**src/rtl/alu_muldiv_unit.sv**
```systemverilog
// Iterative RISC-V M-extension multiply/divide unit: shift-add multiply and
// restoring divide, one bit per cycle, with a start/busy/done handshake.
module alu_muldiv_unit (
    input  logic        clk,
    input  logic        rst,
    input  logic        start,
    input  logic [2:0]  funct3,
    input  logic [31:0] aluIn1,
    input  logic [31:0] aluIn2,
    output logic        busy,
    output logic        done,
    output logic [31:0] result
);

    // One-hot-ish encoding so busy/done are state flops, never high together.
    localparam logic [1:0] IDLE = 2'b00;
    localparam logic [1:0] CALC = 2'b01;
    localparam logic [1:0] DONE = 2'b10;

    logic [1:0]  state;
    logic [2:0]  op;
    logic [63:0] acc;
    logic [31:0] opb;
    logic        neg;
    logic [5:0]  cnt;

    logic        a_signed, b_signed, a_neg, b_neg;
    logic [31:0] mag1, mag2;
    logic        div_zero, overflow, shortcut;
    logic [31:0] shortcut_val;
    logic        res_neg;

    // NOTE: every always_comb output gets a default first so no latch is inferred.
    always_comb begin
        a_signed     = funct3 inside {3'b001, 3'b010, 3'b100, 3'b110};
        b_signed     = funct3 inside {3'b001, 3'b100, 3'b110};
        a_neg        = a_signed & aluIn1[31];
        b_neg        = b_signed & aluIn2[31];
        mag1         = a_neg ? -aluIn1 : aluIn1;
        mag2         = b_neg ? -aluIn2 : aluIn2;
        div_zero     = funct3[2] && (aluIn2 == 32'h0);
        overflow     = funct3[2] && !funct3[0] &&
                       (aluIn1 == 32'h8000_0000) && (aluIn2 == 32'hFFFF_FFFF);
        shortcut     = div_zero || overflow;
        shortcut_val = 32'h0;
        if (div_zero)
            shortcut_val = funct3[1] ? aluIn1 : 32'hFFFF_FFFF;
        else if (overflow)
            shortcut_val = funct3[1] ? 32'h0 : 32'h8000_0000;
        // Remainder takes the dividend sign; product and quotient take the XOR.
        res_neg      = (funct3[2] && funct3[1]) ? a_neg : (a_neg ^ b_neg);
    end

    logic [32:0] mul_sum;
    logic        div_ge;
    logic [31:0] div_diff;
    logic [63:0] acc_next;
    logic [63:0] mul_fin;
    logic [31:0] div_sel, div_fin, fin_val;

    always_comb begin
        mul_sum  = {1'b0, acc[63:32]} + (acc[0] ? {1'b0, opb} : 33'h0);
        // The shifted partial remainder needs 33 bits when the divisor is >= 2^31.
        div_ge   = acc[63:31] >= {1'b0, opb};
        div_diff = acc[62:31] - opb;
        acc_next = acc;
        if (op[2])
            acc_next = div_ge ? {div_diff, acc[30:0], 1'b1} : {acc[62:0], 1'b0};
        else
            acc_next = {mul_sum, acc[31:1]};

        mul_fin = neg ? -acc_next : acc_next;
        div_sel = op[1] ? acc_next[63:32] : acc_next[31:0];
        div_fin = neg ? -div_sel : div_sel;
        fin_val = div_fin;
        if (!op[2])
            fin_val = (op[1:0] == 2'b00) ? mul_fin[31:0] : mul_fin[63:32];
    end

    // NOTE: sequential state uses non-blocking assignments so all flops update together.
    always_ff @(posedge clk or posedge rst) begin
        if (rst) begin
            state  <= IDLE;
            op     <= 3'b000;
            acc    <= 64'h0;
            opb    <= 32'h0;
            neg    <= 1'b0;
            cnt    <= 6'd0;
            result <= 32'h0;
        end else begin
            case (state)
                IDLE, DONE: begin
                    state <= IDLE;
                    if (start) begin
                        op  <= funct3;
                        neg <= res_neg;
                        cnt <= 6'd0;
                        if (shortcut) begin
                            result <= shortcut_val;
                            state  <= DONE;
                        end else begin
                            // Multiply: acc low half holds the multiplier, opb the multiplicand.
                            // Divide: acc low half holds the dividend, opb the divisor.
                            acc   <= {32'h0, funct3[2] ? mag1 : mag2};
                            opb   <= funct3[2] ? mag2 : mag1;
                            state <= CALC;
                        end
                    end
                end
                CALC: begin
                    acc <= acc_next;
                    cnt <= cnt + 6'd1;
                    if (cnt == 6'd31) begin
                        result <= fin_val;
                        state  <= DONE;
                    end
                end
                default: state <= IDLE;
            endcase
        end
    end

    assign busy = state[0];
    assign done = state[1];

endmodule
```
**config.mk**
```make
export PLATFORM = sky130hd
export DESIGN_NAME = alu_muldiv_unit
export DESIGN_NICKNAME = d
export VERILOG_FILES = /design/src/rtl/alu_muldiv_unit.sv
export SDC_FILE = /design/constraint.sdc
export NUM_CORES = 1
export LEC_CHECK = 0
export ABC_AREA = 1
export ABC_CLOCK_PERIOD_IN_PS = 12200
export CAP_MARGIN = 25
export CORE_AREA = 2 2 254 256
export CTS_BUF_LIST = sky130_fd_sc_hd__clkbuf_8 sky130_fd_sc_hd__clkbuf_16
export DETAILED_ROUTE_END_ITERATION = 16
export DIE_AREA = 0 0 256 258
export MAX_ROUTING_LAYER = met4
export PLACE_DENSITY_LB_ADDON = 0.1
export REMOVE_ABC_BUFFERS = 1
export SLEW_MARGIN = 40
export SYNTH_ARGS = -nofsm -noshare
export SYNTH_HDL_FRONTEND = slang
export SYNTH_SLANG_ARGS = --single-unit
```
**constraint.sdc**
```tcl
create_clock -name clk -period 12.2 [get_ports clk]
set_clock_uncertainty 0.05 [all_clocks]
set_input_delay 3.66 -clock clk [delete_from_list [all_inputs] [get_ports clk]]
set_output_delay 3.66 -clock clk [all_outputs]
set_load 0.01 [all_outputs]
```
**Word level (Yosys, flattened, before mapping)**

Cells that the tools add are included.

- Input bits: 70
- Logic and storage cells: 81
- Register bits: 140
- Output and inout bits: 34

- Eq/ne operators: 13
- Bitwise operators: 4
- Order comparisons: 1
- $add $sub $neg: 7
- Reductions and logical operators: 19
- Mux-type cells: 30

Operators by type and width:

| operator | number |
|---|---|
| two-way mux 32 bit | 16 |
| two-way mux 64 bit | 5 |
| case mux 64 bit (2 select lines) | 1 |
| negator 32 bit | 3 |
| equality test 32 bit (second input constant) | 2 |
| negator 64 bit | 1 |
| case mux 32 bit (2 select lines) | 1 |
| adder 32 x 32 -> 33 bit | 1 |
| greater-or-equal comparator 33 x 32 -> 1 bit | 1 |
| logical NOT 32 bit | 1 |
| subtractor 32 bit | 1 |
| case mux 6 bit (2 select lines) | 1 |
| inequality test 2 bit (second input constant) | 4 |
| adder 6 x 1 -> 6 bit (second input constant) | 1 |
| equality test 3 bit (second input constant) | 2 |
| equality test 6 x 5 -> 1 bit (second input constant) | 1 |
| two-way mux 2 bit | 3 |
| two-way mux 6 bit | 1 |
| AND reduction 3 bit | 2 |
| logical AND 1 bit | 5 |
| logical NOT 2 bit | 2 |
| case mux 2 bit (2 select lines) | 1 |
| AND reduction 2 bit | 2 |
| AND reduction 4 bit | 1 |
| other kinds (14) | 15 |

**Depth between registers and ports, before layout**

Gate-level depths: netlist (run 1).

- Depth in word-level cells: 9
- Mapped depth: 34

**Least setup slack after synthesis (run 1)**

OpenSTA, ideal clock, no wires.

- Path kind: in2reg
- Start point: in aluIn1[0]
- End point: reg acc[30]
- Path slack: 6.187 ns
- Stages: 17
- Buffers on the path: 0
- Data arrival time: 5.832 ns
- Setup time: 0.131 ns
- Data required time: 12.019 ns
- Cells stage by stage: inv_1 -> ha_1 -> nand3_1 -> inv_1 -> nand2_1 -> nor3_2 -> nand3_1 -> nor3_2 -> nand2_1 -> nor3_1 -> nand3_1 -> o21ai_0 -> o21ai_0 -> xor2_1 -> nor2_1 -> o221ai_1 -> o21ai_0

- Word-level cells in the longest chain between the ends: 6
- Elaborated cells on any way between the ends: 12
- Those cells by class: add/sub: 1; eq/ne: 2; mux: 5; reduce/logical: 4

RTL lines:

| what | line | RTL |
|---|---|---|
| start, declared | 8 | `input logic [31:0] aluIn1,` |
| negator 32 bit / equality test 32 bit (equally long branches) | 39, 43 |  |
| two-way mux 32 bit / logical AND 1 bit (equally long branches) | 39, 42 |  |
| two-way mux 32 bit / logical AND 1 bit (equally long branches) | 104, 43 |  |
| two-way mux 64 bit / logical OR 1 bit (equally long branches) | 98, 44 |  |
| two-way mux 64 bit / inequality test 2 bit (equally long branches) | -- |  |
| case mux 64 bit (2 select lines) / AND reduction 3 bit (equally long branches) | -- |  |
| end signal, assigned | 104 | `acc <= {32'h0, funct3[2] ? mag1 : mag2};` |
| end signal, assigned | 111 | `acc <= acc_next;` |
| end, declared | 22 | `logic [63:0] acc;` |

Parallel ways exist; a longest one is shown, timed or not. The select of a mux whose other input is x is not followed.
A chain may end at the register's enable or synchronous reset.

**Final worst setup path (run 1)**

- Start point: in aluIn2[0]
- End point: reg acc[29]

- Word-level cells in the longest chain between the ends: 6
- Elaborated cells on any way between the ends: 13
- Those cells by class: add/sub: 1; eq/ne: 2; mux: 5; reduce/logical: 5

RTL lines:

| what | line | RTL |
|---|---|---|
| start, declared | 9 | `input logic [31:0] aluIn2,` |
| negator 32 bit | 40 | `mag2 = b_neg ? -aluIn2 : aluIn2;` |
| two-way mux 32 bit | 40 |  |
| two-way mux 32 bit | 104 |  |
| two-way mux 64 bit | 98 | `if (shortcut) begin` |
| two-way mux 64 bit | 94 | `if (start) begin` |
| case mux 64 bit (2 select lines) | 91 | `case (state)` |

Parallel ways exist; a longest one is shown, timed or not. The select of a mux whose other input is x is not followed.

==> impl_metrics.ini, run 1 <==
[die]
row_count = 93
dieArea_sq_um = 66050
core_sq_um = 63650
floorplan.die.height_um = 258
initial_core_util_pct = 29.59
fp.dieW_um = 256
io_pins = 104

[critical_path]
startpoint = aluIn2[0]
rrSetupSlack_ns = 6.34
crit_cells = 18
arrival_ns = 7.66
endpoint = acc[29]$_DFFE_PP0P_
cp-end-kind = flip-flop
critPathSlowestCell = clkinv_1
crit_path_cell_trace = clkdlybuf4s50_1 > inv_1 > ha_1 > nand2_1 > nor3_2 > nand2_1 > nor3_1 > nand3_1 > nor3_2 > nand2_1 > nor4_2 > nand2_1 > nand2_1 > nor2_4 > buf_4 > clkinv_1 > a211oi_1 > a221oi_1
critPathBufInv = 4
rr_worst_depth = 32
path_common_cell = nand2_1
critPathTopFamily = buffers and inverters
cp-start-kind = primary input
r2r-start = acc[31]$_DFFE_PP0P_
worstPathRequired_ns = 12.43
crit_type = in -> reg
rr_endpoint = result[26]$_DFFE_PP0P_
cpPeakStageDelay_ns = 0.76
cp_max_fo = 64

[sta]
hold_viol = 0
drv_slew = 0
max_slew_margin_pct = 44.94
fmax_mhz = 134.6
timing.final.crit_share_pct = 60.92
fin_tns_setup_ns = 0
rsz0062_at_grt = no
worst_pin_slew_ns = 0.8258
fin_crit_ns = 7.432
setup_violations = 0

[detailed_routing]
drtAntennaViolNets = 0
drtPass1Iterations = 8
routedWlPerCell_um = 23.22
via_count = 21705
drc_errors = 0
wl_um = 96040
initialDrtViolationCount = 1642
viasPerCell = 5.249

[global_routing]
grt_pass1_vias = 21000
grt_usage_pct = 29.50
grt_overflow_total = 0
grt_max_degree = 137
grt_pass1_wl_um = 140700
grt_antenna_before_repair = 4

[cells_and_area]
nNetsFinal = 3406
layout-drive-gt1-share_pct = 7.690
fillers = 7241
fin_area_sq_um = 21180
regArea_sq_um = 3515
area_growth_pct = 12.44
multi_input_area_sq_um = 12950

[synthesis]
yosys.area_share.simple_pct = 42.82
synth_xor_area_share_pct = 4.092
synth_seq_cells = 140
synth_edf_count = 0
yosysWarnings = 0
yosysMostFrequentCell = nand2_1
synth_mux_area_share_pct = 0.2126
synthTopCellsByCount = nand2_1 (946), inv_1 (452), nand3_1 (291)
ys.flop_type = dfrtp_1
async_reset_ff_share_pct = 100.0
synth-compound-area-share_pct = 16.64
yosysUniqueCellTypes = 63
yosysTopAreaCellShare_pct = 18.85
synth_largest_area_cell = nand2_1
yosys-top-cells-area = nand2_1 (19%), dfrtp_1 (19%), inv_1 (9.0%), nand3_1 (7.7%), o21ai_0 (5.7%)
synth_area_sq_um = 18830
avgSynthCellArea_sq_um = 5.813
postSynthCellCount = 3240
synth_top_family_by_area = simple AND/OR/NAND/NOR gates
synthAdderAreaFrac_pct = 4.863
seq_area_frac_synth_pct = 18.60

[placed_design]
place_congestion = 0.9695
placedInstanceArea_sq_um = 20570
hpwl_um = 77530
portBuffers = 103

[cts]
cts_max_level = 4
cts-root-buf = clkbuf_16
cts_hold_buf = 0
cts_made_buffers = 17
clkTransAtPathRegs_ns = 0.07
clock_sinks = 140
post_cts_buffers = 0
post_cts_resized = 0
clk_latency_ns = 0.46
cts_tree = built
clockBufferDepth = 2

[outcome]
outcome = complete, no violations

[job]
cap_violations = 0

[worst_hold_path]
hp-class = reg -> reg
-- registers in the layout (all words and copies together), names as in the netlist --
| register | flops |
|---|---|
| state | 2 |
| op | 3 |
| neg | 1 |
| acc | 64 |
| cnt | 6 |
| opb | 32 |
| result | 32 |
-- cell type report --
| cell class | instances | share of cell area [%] |
|---|---|---|
| diodes | 3 | 0.03545 |
| clock buffers | 18 | 2.074 |
| clock inverters | 14 | 0.7563 |
| inverters | 471 | 8.396 |
| multi-input cells | 2503 | 61.16 |
| flip-flops and latches | 140 | 16.60 |
| well taps | 855 | 5.052 |
| repair buffers | 131 | 5.932 |
-- placed cells by master, fill, tap and decap left out, drive strengths merged, types with 3 or more instances in the layout --
cell and n:
o21a 5, inv 473, dfrtp 140, nor3 41, ha 70, or2 30, nand4 75, a21boi 15
clkbuf 18, o21ai 251, o31ai 5, clkinv 9, mux2i 4, xnor2 6, a31oi 7, o221ai 16
o21bai 6, and2 4, nand3b 16, nand3 322, a21o 5, nor4 12, buf 29, a2bb2oi 11
diode 3, clkdlybuf4s50 102, o211ai 18, o22ai 27, a21oi 165, nand2 976, xor2 82, nor2 320
a221oi 4
-- through the flow --
step | worst slack (ns) | util, % | hold slack (ns) | std cells
finish | 4.768 | 33.27 | 0.4539 | 4135
global placement | 4.301 | 32.29 | 0.4259 | 4100
floorplan | 4.263 | - | 0.3995 | 3114
global route | 4.428 | 33.26 | 0.4948 | 4133
CTS | 4.769 | 33.26 | 0.4523 | 4132
detailed placement | 4.310 | 32.32 | 0.4327 | 4100
-- tightest hold or removal path: stages (launching register included) --
cell and delay (ns):
dfrtp_1 0.35, nand2_1 0.06, o221ai_1 0.06
-- worst min-delay path by stage --
stage                                   start                   to  cells past startpoint
after CTS                   op[0]$_DFFE_PP0P_    op[0]$_DFFE_PP0P_                      2
after global placement    acc[10]$_DFFE_PP0P_  acc[10]$_DFFE_PP0P_                      2
after detailed placement    op[0]$_DFFE_PP0P_    op[0]$_DFFE_PP0P_                      2
after global routing       cnt[0]$_DFFE_PP0P_   cnt[0]$_DFFE_PP0P_                      1
final                     acc[10]$_DFFE_PP0P_  acc[10]$_DFFE_PP0P_                      2
after floorplan             op[0]$_DFFE_PP0P_    op[0]$_DFFE_PP0P_                      2
-- cell families after synthesis --
logic type,Yosys count
simple gates,1797
buf+inv,597
compound gates,542
flops,140
xor+xnor,88
fa+ha+maj,72
mux,4
-- routing by layer --
metal	routed length, um	part of all wire, %	global-route usage [%]	vias up
met4	3335	3.5	10.01	0
met2	45760	48	49.87	603
met5	0	0	-	-
li1	-	-	-	10571
met3	3313	3.4	1.835	110
met1	43630	45	37.45	10421
Power of run 1 is not shown: default switching activity piles up to over one toggle a cycle in this logic, so the estimate is an artifact.
==> run 2: changes to the inputs <==
Settings changed: ABC_CLOCK_PERIOD_IN_PS 12200 to 7150.
Clock period 12.2 ns to 7.15 ns, I/O delays scaled along.
==> run 2 against run 1 <==
Core utilization increased by 0.13 points. Via count increased by 0.18%. Highest routed layer unchanged. Wire length decreased by 2.0%. Register-to-register slack got worse by 4.9 ns. First-iteration DRC count increased by 15%. Die area unchanged. Largest cell class unchanged. Global-route usage decreased by 0.55 points. Critical path depth increased by 8. Sequential cell count unchanged. Final area increased by 0.38%.
==> impl_metrics.ini, run 2 (same netlist as run 1, synthesis figures left out) <==
[cells_and_area]
layout_commonest_cell = nand2_1
top_register = acc
reg_top3 = acc: 64 flops, opb: 32 flops, result: 32 flops
fillers = 7197
largest_reg_flops = 64
layout-drive-gt1-share_pct = 8.001
fin_area_sq_um = 21260
area_growth_pct = 12.87
final_cell_mix = nand2_1 (946), inv_1 (448), nand3_1 (291), nor2_1 (282), o21ai_0 (214)
nNetsFinal = 3416

[detailed_routing]
drtPass1Iterations = 8
drtAntennaViolNets = 0
initialDrtViolationCount = 1885
viasPerCell = 5.246
wl_um = 94120
drc_errors = 0
via_count = 21744
routedWlPerCell_um = 22.71

[sta]
drv_slew = 0
fin_crit_ns = 5.678
timing.final.crit_share_pct = 79.42
fmax_mhz = 176.1
worst_pin_slew_ns = 0.7891
setup_violations = 0
fin_tns_setup_ns = 0
rsz0062_at_grt = no
hold_viol = 0
max_slew_margin_pct = 46.84

[die]
fp.dieW_um = 256
core_sq_um = 63650
io_pins = 104
initial_core_util_pct = 29.59
floorplan.die.height_um = 258
row_count = 93
dieArea_sq_um = 66050

[global_routing]
grt_usage_pct = 28.95
grt_pass1_vias = 20867
grt_antenna_before_repair = 1
grt_max_degree = 88
grt_overflow_total = 0
grt_pass1_wl_um = 137800

[critical_path]
worstPathRequired_ns = 7.49
cp_max_fo = 6
path_common_cell = nand3_1
critPathSlowestCell = dfrtp_1
cp-end-kind = flip-flop
arrival_ns = 6.01
cpPeakStageDelay_ns = 0.45
crit_type = reg -> reg
cp-start-kind = flip-flop

[cts]
clockBufferDepth = 2
post_cts_buffers = 0
cts_max_level = 4
post_cts_resized = 0
clkTransAtPathRegs_ns = 0.07
clk_latency_ns = 0.47
cts_tree = built
cts-root-buf = clkbuf_16
clock_sinks = 140
cts_made_buffers = 17
cts_hold_buf = 0

[placed_design]
placedInstanceArea_sq_um = 20630
place_congestion = 0.9709
portBuffers = 103
hpwl_um = 76710

[outcome]
outcome = complete, no violations

[job]
cap_violations = 0

[worst_hold_path]
hp-class = reg -> reg
run 2: cell types whose count changed in the layout (fill, tap and decap cells not counted), sizes merged:
| cell | change |
|---|---|
| clkbuf | +1 |
| clkinvlp | +1 |
| clkinv | -3 |
| buf | +10 |
| bufinv | -1 |
| inv | +2 |
run 2: cell type report:
type                            count  area (sq um)  area share [%]
Timing Repair Buffer              141          1339           6.298
Tap cell                          855          1070           5.032
Clock buffer                       19         452.9           2.131
Sequential cell                   140          3515           16.53
Inverter                          471          1775           8.352
Multi-Input combinational cell   2503         12950           60.92
Clock inverter                     13         147.6          0.6945
Antenna cell                        3         7.507         0.03531
run 2: metrics by stage:
stage	hold slack (ns)	setup WS [ns]	instances	util, %
final	0.4436	1.472	4145	33.40
after global routing	0.4670	1.297	4142	33.39
after CTS	0.4504	1.508	4141	33.35
after detailed placement	0.4316	1.334	4109	32.41
after global placement	0.4229	1.145	4109	32.39
after floorplan	0.3995	0.7054	3114	-
run 2: worst max-delay path, delay by kind of cell, from the launching register on:
kind / cells / cell delay (ns)
compound gates: 4 / 0.99
fa+ha+maj: 2 / 0.61
buf+inv: 2 / 0.37
flops: 1 / 0.45
simple gates: 18 / 3.11
run 2: final timing paths:
kind / depth (start not counted) / slack, ns / endpoint / start
min reg2reg: 2 / 0.44 / acc[10]$_DFFE_PP0P_ / acc[10]$_DFFE_PP0P_
max in group asynchronous: 3 / 4.07 / result[28]$_DFFE_PP0P_ / rst
min: 2 / 0.44 / acc[10]$_DFFE_PP0P_ / acc[10]$_DFFE_PP0P_
min in group asynchronous: 2 / 2.06 / opb[2]$_DFFE_PP0P_ / rst
max reg2reg: 26 / 1.47 / result[24]$_DFFE_PP0P_ / opb[27]$_DFFE_PP0P_
max: 26 / 1.47 / result[24]$_DFFE_PP0P_ / opb[27]$_DFFE_PP0P_
run 2: layer usage:
layer | vias to the layer above | track usage (%) | wire length [um]
met3 | 121 | 2.012 | 4358
met2 | 764 | 47.61 | 43900
met1 | 10258 | 37.19 | 42050
met5 | - | - | 0
met4 | 0 | 11.16 | 3805
li1 | 10601 | - | -
Power of run 2 is left out for the same reason.
